**src/rtl/fifo_stream2native_pkg.sv**
```systemverilog
// Shared definitions for the stream/native FIFO adapters: state encodings
// and small helpers used by the buffer control logic.
package fifo_stream2native_pkg;

    localparam logic [1:0] ST_EMPTY = 2'b00;
    localparam logic [1:0] ST_ONE   = 2'b01;
    localparam logic [1:0] ST_TWO   = 2'b10;

    // Stream-to-native two-entry buffer occupancy.
    typedef enum logic [1:0] {
        EMPTY = ST_EMPTY,
        ONE   = ST_ONE,
        TWO   = ST_TWO
    } buf_state_t;

    // Native-to-stream converter states (companion block).
    typedef enum logic [1:0] {
        N2S_IDLE = 2'b00,
        N2S_READ = 2'b01,
        N2S_HOLD = 2'b10
    } n2s_state_t;

    // Upstream may be offered a slot whenever the skid entry is free.
    function automatic logic tready_for(input buf_state_t st);
        return (st != TWO);
    endfunction

endpackage

```
**src/rtl/fifo_stream2native_if.sv**
```systemverilog
// Stream input and native FIFO write-side signals of the adapter.
interface fifo_stream2native_if #(
    parameter int DATA_WIDTH = 256
);
    logic                  s_axis_tvalid;
    logic                  s_axis_tready;
    logic [DATA_WIDTH-1:0] s_axis_tdata;
    logic                  full;
    logic                  wr_en;
    logic [DATA_WIDTH-1:0] din;

    modport slave (
        input  s_axis_tvalid,
        input  s_axis_tdata,
        input  full,
        output s_axis_tready,
        output wr_en,
        output din
    );

    modport master (
        output s_axis_tvalid,
        output s_axis_tdata,
        output full,
        input  s_axis_tready,
        input  wr_en,
        input  din
    );
endinterface

```
**src/rtl/fifo_stream2native_skid_buf.sv**
```systemverilog
// Two-entry skid buffer: main entry feeds the FIFO write port, skid entry
// absorbs the beat that arrives while the FIFO is full.
module axis_skid_buf
    import fifo_stream2native_pkg::*;
#(
    parameter int DATA_WIDTH = 256
) (
    input  logic                  clk,
    input  logic                  rst,
    input  logic                  s_valid,
    output logic                  s_ready,
    input  logic [DATA_WIDTH-1:0] s_data,
    input  logic                  full,
    output logic                  wr_en,
    output logic [DATA_WIDTH-1:0] dout
);

    buf_state_t            state_r;
    buf_state_t            state_nxt_s;
    logic                  main_valid_r;
    logic                  tready_r;
    logic [DATA_WIDTH-1:0] main_r;
    logic [DATA_WIDTH-1:0] skid_r;
    logic                  accept_s;
    logic                  pop_s;
    logic                  load_main_in_s;
    logic                  load_main_skid_s;
    logic                  load_skid_s;

    assign accept_s = s_valid & tready_r;
    assign pop_s    = main_valid_r & ~full;
    assign wr_en    = pop_s;
    assign dout     = main_r;
    assign s_ready  = tready_r;

    // Next-state and entry-load decode.
    always_comb begin
        state_nxt_s      = state_r;
        load_main_in_s   = 1'b0;
        load_main_skid_s = 1'b0;
        load_skid_s      = 1'b0;
        case (state_r)
            EMPTY: begin
                if (accept_s) begin
                    state_nxt_s    = ONE;
                    load_main_in_s = 1'b1;
                end else begin
                    state_nxt_s = EMPTY;
                end
            end
            ONE: begin
                if (accept_s && pop_s) begin
                    state_nxt_s    = ONE;
                    load_main_in_s = 1'b1;
                end else if (accept_s) begin
                    state_nxt_s = TWO;
                    load_skid_s = 1'b1;
                end else if (pop_s) begin
                    state_nxt_s = EMPTY;
                end else begin
                    state_nxt_s = ONE;
                end
            end
            TWO: begin
                if (pop_s) begin
                    state_nxt_s      = ONE;
                    load_main_skid_s = 1'b1;
                end else begin
                    state_nxt_s = TWO;
                end
            end
            default: begin
                state_nxt_s = EMPTY;
            end
        endcase
    end

    // State, main-valid and registered ready.
    always_ff @(posedge clk or posedge rst) begin
        if (rst) begin
            state_r      <= EMPTY;
            main_valid_r <= 1'b0;
            tready_r     <= 1'b0;
        end else begin
            state_r      <= state_nxt_s;
            main_valid_r <= (state_nxt_s != EMPTY);
            tready_r     <= tready_for(state_nxt_s);
        end
    end

    // Entry data registers; main only changes on a load, keeping din stable under full.
    always_ff @(posedge clk or posedge rst) begin
        if (rst) begin
            main_r <= {DATA_WIDTH{1'b0}};
            skid_r <= {DATA_WIDTH{1'b0}};
        end else begin
            if (load_main_in_s) begin
                main_r <= s_data;
            end else if (load_main_skid_s) begin
                main_r <= skid_r;
            end else begin
                main_r <= main_r;
            end
            if (load_skid_s) begin
                skid_r <= s_data;
            end else begin
                skid_r <= skid_r;
            end
        end
    end

endmodule

```
**src/rtl/fifo_stream2native.sv**
```systemverilog
// Stream-to-native FIFO write adapter with a running count of written beats.
module fifo_stream2native
    import fifo_stream2native_pkg::*;
#(
    parameter int DATA_WIDTH = 256,
    parameter int CNT_WIDTH  = 32
) (
    input  logic                 clk,
    input  logic                 rst,
    fifo_stream2native_if.slave  bus,
    input  logic                 cnt_clr,
    output logic [CNT_WIDTH-1:0] beat_cnt
);

    logic                 wr_en_s;
    logic [CNT_WIDTH-1:0] beat_cnt_r;

    axis_skid_buf #(
        .DATA_WIDTH (DATA_WIDTH)
    ) u_skid_buf (
        .clk     (clk),
        .rst     (rst),
        .s_valid (bus.s_axis_tvalid),
        .s_ready (bus.s_axis_tready),
        .s_data  (bus.s_axis_tdata),
        .full    (bus.full),
        .wr_en   (wr_en_s),
        .dout    (bus.din)
    );

    assign bus.wr_en = wr_en_s;
    assign beat_cnt  = beat_cnt_r;

    // Written-beat counter; clear wins over a same-cycle write.
    always_ff @(posedge clk or posedge rst) begin
        if (rst) begin
            beat_cnt_r <= {CNT_WIDTH{1'b0}};
        end else if (cnt_clr) begin
            beat_cnt_r <= {CNT_WIDTH{1'b0}};
        end else if (wr_en_s) begin
            beat_cnt_r <= beat_cnt_r + {{(CNT_WIDTH-1){1'b0}}, 1'b1};
        end else begin
            beat_cnt_r <= beat_cnt_r;
        end
    end

endmodule

```
**src/flat_wrapper.sv**
```systemverilog
// flat-port wrapper written by rule: the top's interface ports become plain ports
module fifo_stream2native_flat import fifo_stream2native_pkg::*;
#(
    parameter int DATA_WIDTH = 256,
    parameter int CNT_WIDTH  = 32
)
  (clk, rst, cnt_clr, beat_cnt, bus_s_axis_tvalid, bus_s_axis_tdata, bus_full, bus_s_axis_tready, bus_wr_en, bus_din);
  fifo_stream2native_if #(.DATA_WIDTH(DATA_WIDTH)) bus_i ();
  input  logic clk;
  input  logic rst;
  input  logic cnt_clr;
  output logic [CNT_WIDTH-1:0] beat_cnt;
  input wire logic [$bits(bus_i.s_axis_tvalid)-1:0] bus_s_axis_tvalid;
  input wire logic [$bits(bus_i.s_axis_tdata)-1:0] bus_s_axis_tdata;
  input wire logic [$bits(bus_i.full)-1:0] bus_full;
  output wire logic [$bits(bus_i.s_axis_tready)-1:0] bus_s_axis_tready;
  output wire logic [$bits(bus_i.wr_en)-1:0] bus_wr_en;
  output wire logic [$bits(bus_i.din)-1:0] bus_din;
  assign bus_i.s_axis_tvalid = bus_s_axis_tvalid;
  assign bus_i.s_axis_tdata = bus_s_axis_tdata;
  assign bus_i.full = bus_full;
  assign bus_s_axis_tready = bus_i.s_axis_tready;
  assign bus_wr_en = bus_i.wr_en;
  assign bus_din = bus_i.din;
  fifo_stream2native #(.DATA_WIDTH(DATA_WIDTH), .CNT_WIDTH(CNT_WIDTH)) u_core (.clk(clk), .rst(rst), .bus(bus_i), .cnt_clr(cnt_clr), .beat_cnt(beat_cnt));
endmodule
```
**config.mk**
```make
export PLATFORM = sky130hd
export DESIGN_NAME = fifo_stream2native_flat
export DESIGN_NICKNAME = d
export VERILOG_FILES = /design/src/rtl/fifo_stream2native_pkg.sv /design/src/rtl/fifo_stream2native_if.sv /design/src/rtl/fifo_stream2native_skid_buf.sv /design/src/rtl/fifo_stream2native.sv /design/src/flat_wrapper.sv
export SDC_FILE = /design/constraint.sdc
export NUM_CORES = 1
export LEC_CHECK = 0
export ABC_AREA = 1
export CORE_MARGIN = 8
export CORE_UTILIZATION = 55
export CTS_CLUSTER_DIAMETER = 80
export DETAILED_ROUTE_END_ITERATION = 16
export GPL_TIMING_DRIVEN = 0
export PLACE_DENSITY = 0.85
export SYNTH_ARGS = -nofsm -noshare
export SYNTH_HDL_FRONTEND = slang
export SYNTH_HIERARCHICAL = 1
export SYNTH_SLANG_ARGS = --single-unit
```
**constraint.sdc**
```tcl
create_clock -name clk -period 36.6 [get_ports clk]
set_input_delay 7.32 -clock clk [delete_from_list [all_inputs] [get_ports clk]]
set_output_delay 7.32 -clock clk [all_outputs]
set_load 0.005 [all_outputs]
```
==> out/metrics.yaml, run 1 <==
power_and_ir_drop:
  finalPower_mw: 2.95
  max-vdd-ir-drop_uv: 60.8
  p_per_area_nw_per_um2: 86.9
  leakage_nw: 17.4
global_route:
  antenna_found_initial: 23
  grt_pass1_vias: 24673
  grt_remaining_overflow: 0
  grt_usage: 0.317
  grt_max_degree: 133
  grt_pass1_wl_mm: 136
floorplanning:
  fp-row-count: 79
  die_h_um: 232
  initial_core_util: 0.555
  core-area_um2: 46300
  fp.dieW_um: 232
  dieArea_um2: 53800
  boundaryPins: 551
critical_path:
  r2r_slack_ns: 33.52
  critPathCapture: "bus_wr_en"
  endpoint_kind: "primary output"
  cp.required_ns: 29.28
  cp_max_fo: 14
  start_kind: "primary input"
  r2r_start: "u_core/u_skid_buf/main_valid_r"
  worstRegToRegCells: 11
  cp.arrival_ns: 9.54
  critPathKind: "in2out"
  crit_path_start: "bus_full"
  r2r-end: "u_core/u_skid_buf/dout[253]"
layout:
  fin_area_um2: 34000
  areaGrowthSynthToFinish_pct: 32.5
  utilization: 0.735
  nNetsFinal: 4214
  n_fill_cell: 3462
  layout-drive-gt1-share: 0.0739
  fin_cells: 4615
sta:
  setup_viol: 0
  layout_min_cycle_time_ns: 16.86
  fin_worst_skew_ns: 0.00886
  fin_crit_sh: 0.461
  drv_slew: 0
  tightest_slew_ns: 0.987
  slew_headroom: 0.342
  finalSetupTns_ns: 0
  hold_violations: 0
  layout_setup_ws_ns: 19.74
  rsz0062_at_grt: "false"
  fmax_mhz: 59.3
  holdWs_ns: 0.485
min_path:
  hold_path_class: "reg2reg"
  hp-start: "u_core/u_skid_buf/skid_r[247]"
placed_design:
  place_ws_ns: 19.73
  io_buffer_count: 550
  gp_congestion: 0.935
  placed_area_um2: 32000
  dp_hpwl_mm: 62.9
  place_inst: 4498
synth:
  syn_avg_cell_area_um2: 7.69
  ys.flop_type: "dfrtp_1"
  synth_area_leaders: "dfrtp_1, nand2_1, nand3_1, o21ai_0, inv_1"
  yosys_warnings: 6
  async_flop_share: 1.00
  synthDistinctLibCells: 25
  syn_area_um2: 25700
  synth_common_cells: "nand2_1, dfrtp_1, nand3_1"
  yosys_register_bits: 548
  synth.most_common_cell: "nand2_1"
  synth_edf_count: 0
  synth_nets: 3601
  synthCells: 3337
  yosysSeqAreaShare: 0.534
  yosysTopAreaCell: "dfrtp_1"
  synth_top_area_frac: 0.534
clock_tree:
  clock_latency_ns: 0.60
  hold_buffers: 0
  cts_max_level: 2
  clk_pin_slew_ns: 0.06
  clock_sinks: 548
  cts_tree: "yes"
  cts_setup_buffers: 0
  ctsResizeCount: 0
  clockBufferDepth: 3
  cts_made_buffers: 56
  clock-root-buffer: "clkbuf_16"
detailed_routing:
  drt_iter0_drc: 3171
  ant_nets: 0
  via_per_inst: 5.54
  totalWireLength_mm: 88.1
  wl_per_cell_um: 19.1
  drt_pass1_iterations: 6
  drcViolationCount: 0
  vias: 25578
status:
  status: "complete, no violations"
run:
  cap_violations: 0
==> layout by cell type, fill, tap and decap left out, drive strengths merged <==
cell | netlist | layout
bufinv | 0 | 4
nand2 | 1360 | 1360
clkdlybuf4s50 | 0 | 550
inv | 284 | 284
ha | 3 | 3
clkinv | 1 | 8
or2 | 1 | 1
a21oi | 22 | 22
buf | 183 | 188
nand3 | 537 | 537
nor2 | 82 | 82
clkinvlp | 0 | 1
nand4 | 4 | 4
dfrtp | 548 | 548
nor3 | 1 | 1
xnor2 | 1 | 1
a2bb2oi | 1 | 1
o21ai | 265 | 265
clkbuf | 44 | 130
diode | 0 | 18
==> how the worst min path moves through the flow <==
stage | end | slack (ns) | cells past startpoint
floorplan | u_core/u_skid_buf/skid_r[0] | 0.45 | 2
global route | u_core/u_skid_buf/skid_r[247] | 0.49 | 2
global placement | u_core/u_skid_buf/skid_r[236] | 0.47 | 2
finish | u_core/u_skid_buf/skid_r[247] | 0.49 | 2
CTS | u_core/u_skid_buf/skid_r[247] | 0.49 | 2
detailed placement | u_core/u_skid_buf/skid_r[247] | 0.47 | 2
==> flip-flops by register name (all words and copies together), names as in the netlist <==
name and cells:
u_core/u_skid_buf/skid_r 256, u_core/beat_cnt 32, u_core/u_skid_buf/s_ready 1, u_core/u_skid_buf/dout 256, u_core/u_skid_buf/main_valid_r 1, u_core/u_skid_buf/state_r 2
==> metal layers <==
layer  track usage  vias to the layer above  part of all wire
met5             0                        -           0.00062
met4         0.170                        8             0.055
met3        0.0630                      282             0.090
met2         0.499                     1393              0.47
met1         0.410                    12187              0.39
li1              -                    11708                 -
==> worst max-delay path: stages <==
cell and delay (ns):
clkdlybuf4s50_1 0.41, nor2_2 0.37, clkbuf_1 0.73, clkdlybuf4s50_1 0.71
==> power by group <==
group / switching [mW] / internal, mW / leakage [nW]
registers: 0.162 / 0.894 / 6.69
logic: 0.748 / 0.563 / 9.80
clock network: 0.238 / 0.348 / 0.929
==> cell families after synthesis <==
family | Yosys count | share of synthesized area
xor+xnor | 1 | 0.000341
flops | 548 | 0.534
simple gates | 1985 | 0.321
buf+inv | 512 | 0.0864
compound gates | 288 | 0.0563
fa+ha+maj | 3 | 0.00146
==> layout make-up <==
class | count | area, um^2 | area share
inverters | 285 | 1080 | 0.0317
clock buffers | 86 | 1720 | 0.0505
flip-flops and latches | 548 | 13700 | 0.403
diodes | 18 | 45.0 | 0.00133
well taps | 607 | 759 | 0.0223
repair buffers | 555 | 5640 | 0.166
multi-input cells | 2277 | 9730 | 0.286
plain buffers | 227 | 1150 | 0.0337
clock inverters | 12 | 163 | 0.00479
(Power assumes the default switching activity.)
==> run 2, diff against run 1 <==
- CORE_UTILIZATION: 55 -> 52
- PLACE_DENSITY: 0.85 -> 0.8
- clock period: 36.6 -> 16.75 ns (I/O delays scaled with it)
==> out/metrics.yaml, run 2 (synthesized netlist as in run 1, its figures left out) <==
critical_path:
  critPathKind: "in2out"
  crit_chain: "clkdlybuf4s50_1 > nor2_2 > clkbuf_1 > clkdlybuf4s50_1"
  critPathMaxStageDelay_ns: 0.78  # +0.05 ns
  cp.arrival_ns: 5.60  # -3.94 ns
  start_kind: "primary input"
  cp_common_cell: "clkdlybuf4s50_1"
  worstRegToRegCells: 11  # unchanged
  r2r_slack_ns: 13.73  # -19.79 ns
  cp.required_ns: 13.40  # -15.88 ns
  r2r_start: "u_core/u_skid_buf/main_valid_r"
  critPathBufInv: 3  # unchanged
  slowest_stage: "clkbuf_1"
  r2r-end: "u_core/u_skid_buf/dout[217]"
  endpoint_kind: "primary output"
  cp_max_fo: 14  # unchanged
  path_delay_family: "buffers and inverters"
layout:
  n_fill_cell: 3967  # +15%
  nNetsFinal: 4226  # +0.28%
  areaGrowthSynthToFinish_pct: 33.6
  most-common-layout-cells: "nand2_1, clkdlybuf4s50_1, dfrtp_1, nand3_1, inv_1"
  layout-drive-gt1-share: 0.0753  # +0.00141
  layout_commonest_cell: "nand2_1"
  utilization: 0.702  # -0.0331
clock_tree:
  ctsResizeCount: 0  # unchanged
  clockBufferDepth: 3  # unchanged
  cts_made_buffers: 58  # +3.6%
  clock_latency_ns: 0.61  # about the same
  cts_setup_buffers: 0  # unchanged
  hold_buffers: 0  # unchanged
  cts_max_level: 2  # unchanged
  cts_tree: "yes"
  clk_pin_slew_ns: 0.05  # about the same
  clock-root-buffer: "clkbuf_16"
  clock_sinks: 548  # unchanged
floorplanning:
  fp-row-count: 81  # +2.5%
  core-area_um2: 48800  # +5.6%
  initial_core_util: 0.525  # -0.0294
  fp.dieW_um: 238  # +2.6%
  boundaryPins: 551  # unchanged
  die_h_um: 238  # +2.6%
  dieArea_um2: 56700  # +5.4%
detailed_routing:
  drt_pass1_iterations: 7  # +1
  ant_nets: 0  # unchanged
  totalWireLength_mm: 88.1  # about the same
  drt_iter0_drc: 2615  # -18%
  via_per_inst: 5.32  # -4.1%
  wl_per_cell_um: 18.7  # -1.8%
  vias: 24972  # -2.4%
  drcViolationCount: 0  # unchanged
global_route:
  grt_remaining_overflow: 0  # unchanged
  grt_pass1_vias: 23848  # -3.3%
  antenna_found_initial: 27  # +17%
  grt_pass1_wl_mm: 135  # -0.45%
  grt_max_degree: 43  # -68%
  grt_usage: 0.300  # -0.0162
run:
  cap_violations: 0  # unchanged
sta:
  fin_crit_sh: 0.534
  rsz0062_at_grt: "false"
  finalSetupTns_ns: 0  # unchanged
  drv_slew: 0  # unchanged
  layout_setup_ws_ns: 7.80  # -11.94 ns
  slew_headroom: 0.342  # about the same
  setup_viol: 0  # unchanged
  layout_min_cycle_time_ns: 8.95
  hold_violations: 0  # unchanged
  fmax_mhz: 112
  tightest_slew_ns: 0.987  # +0.0000563 ns
  fin_worst_skew_ns: 0.0172  # +0.00831 ns
placed_design:
  io_buffer_count: 550  # unchanged
  dp_hpwl_mm: 64.1  # +1.9%
  place_ws_ns: 7.84  # -11.88 ns
  gp_congestion: 0.932  # -0.35%
min_path:
  hold_path_class: "reg2reg"
  min_path_cells: 2  # unchanged
  holdPathEnd: "u_core/u_skid_buf/skid_r[182]"
  hp-start: "u_core/u_skid_buf/skid_r[182]"
power_and_ir_drop:
  leakage_nw: 17.5  # +0.48%
  p_per_area_nw_per_um2: 188  # +120%
  finalPower_mw: 6.44  # +120%
  max-vdd-ir-drop_uv: 113  # +85%
status:
  status: "complete, no violations"
run 2: cell count changes in the layout (fill, tap and decap cells not counted), sizes merged:
cell and change:
inv -1, buf +10, clkbuf +15, clkinv -3, bufinv -3, diode +8
run 2: how the worst max path moves through the flow:
stage | from | endpoint | slack, ns | cells after the start
after global routing | bus_full | bus_wr_en | 7.77 | 4
after floorplan | rst | u_core/u_skid_buf/dout[0] | 6.39 | 1
after detailed placement | bus_full | bus_wr_en | 7.84 | 4
final | bus_full | bus_wr_en | 7.80 | 4
after global placement | rst | u_core/u_skid_buf/skid_r[26] | 2.92 | 2
after CTS | bus_full | bus_wr_en | 7.84 | 4
run 2: tightest hold or removal path: stages (launching register included):
cell     delay [ns]
dfrtp_1        0.34
nand2_1        0.05
o21ai_0        0.06
run 2: power breakdown:
group	leakage [nW]	switching (mW)	total (mW)	internal, mW
sequential	6.69	0.345	2.30	1.95
clock	0.937	0.530	1.29	0.759
combinational	9.88	1.62	2.86	1.24
total	17.5	2.49	6.44	3.95
run 2: metrics by stage:
| stage | std cells | area (um^2) | hold slack, ns |
|---|---|---|---|
| floorplan | 3337 | 25700 | 0.454 |
| detailed placement | 4565 | 32300 | 0.473 |
| CTS | 4671 | 34200 | 0.488 |
| global route | 4693 | 34300 | 0.500 |
| finish | 4698 | 34300 | 0.484 |
| global placement | 4551 | 32000 | 0.465 |
run 2: area by class of cell:
class,count,area [um^2],area share
flip-flops and latches,548,13700,0.400
inverters,285,1070,0.0314
clock inverters,5,50.0,0.00146
multi-input cells,2277,9730,0.284
diodes,26,65.1,0.00190
plain buffers,227,1150,0.0334
repair buffers,565,5810,0.170
clock buffers,101,1860,0.0542
well taps,664,831,0.0242
run 2: metal layers:
metal	wire (um)	vias up	track usage
met2	41700	1079	0.480
li1	-	11756	-
met4	3710	4	0.143
met5	27	-	0
met3	6980	191	0.0621
met1	35700	11942	0.390
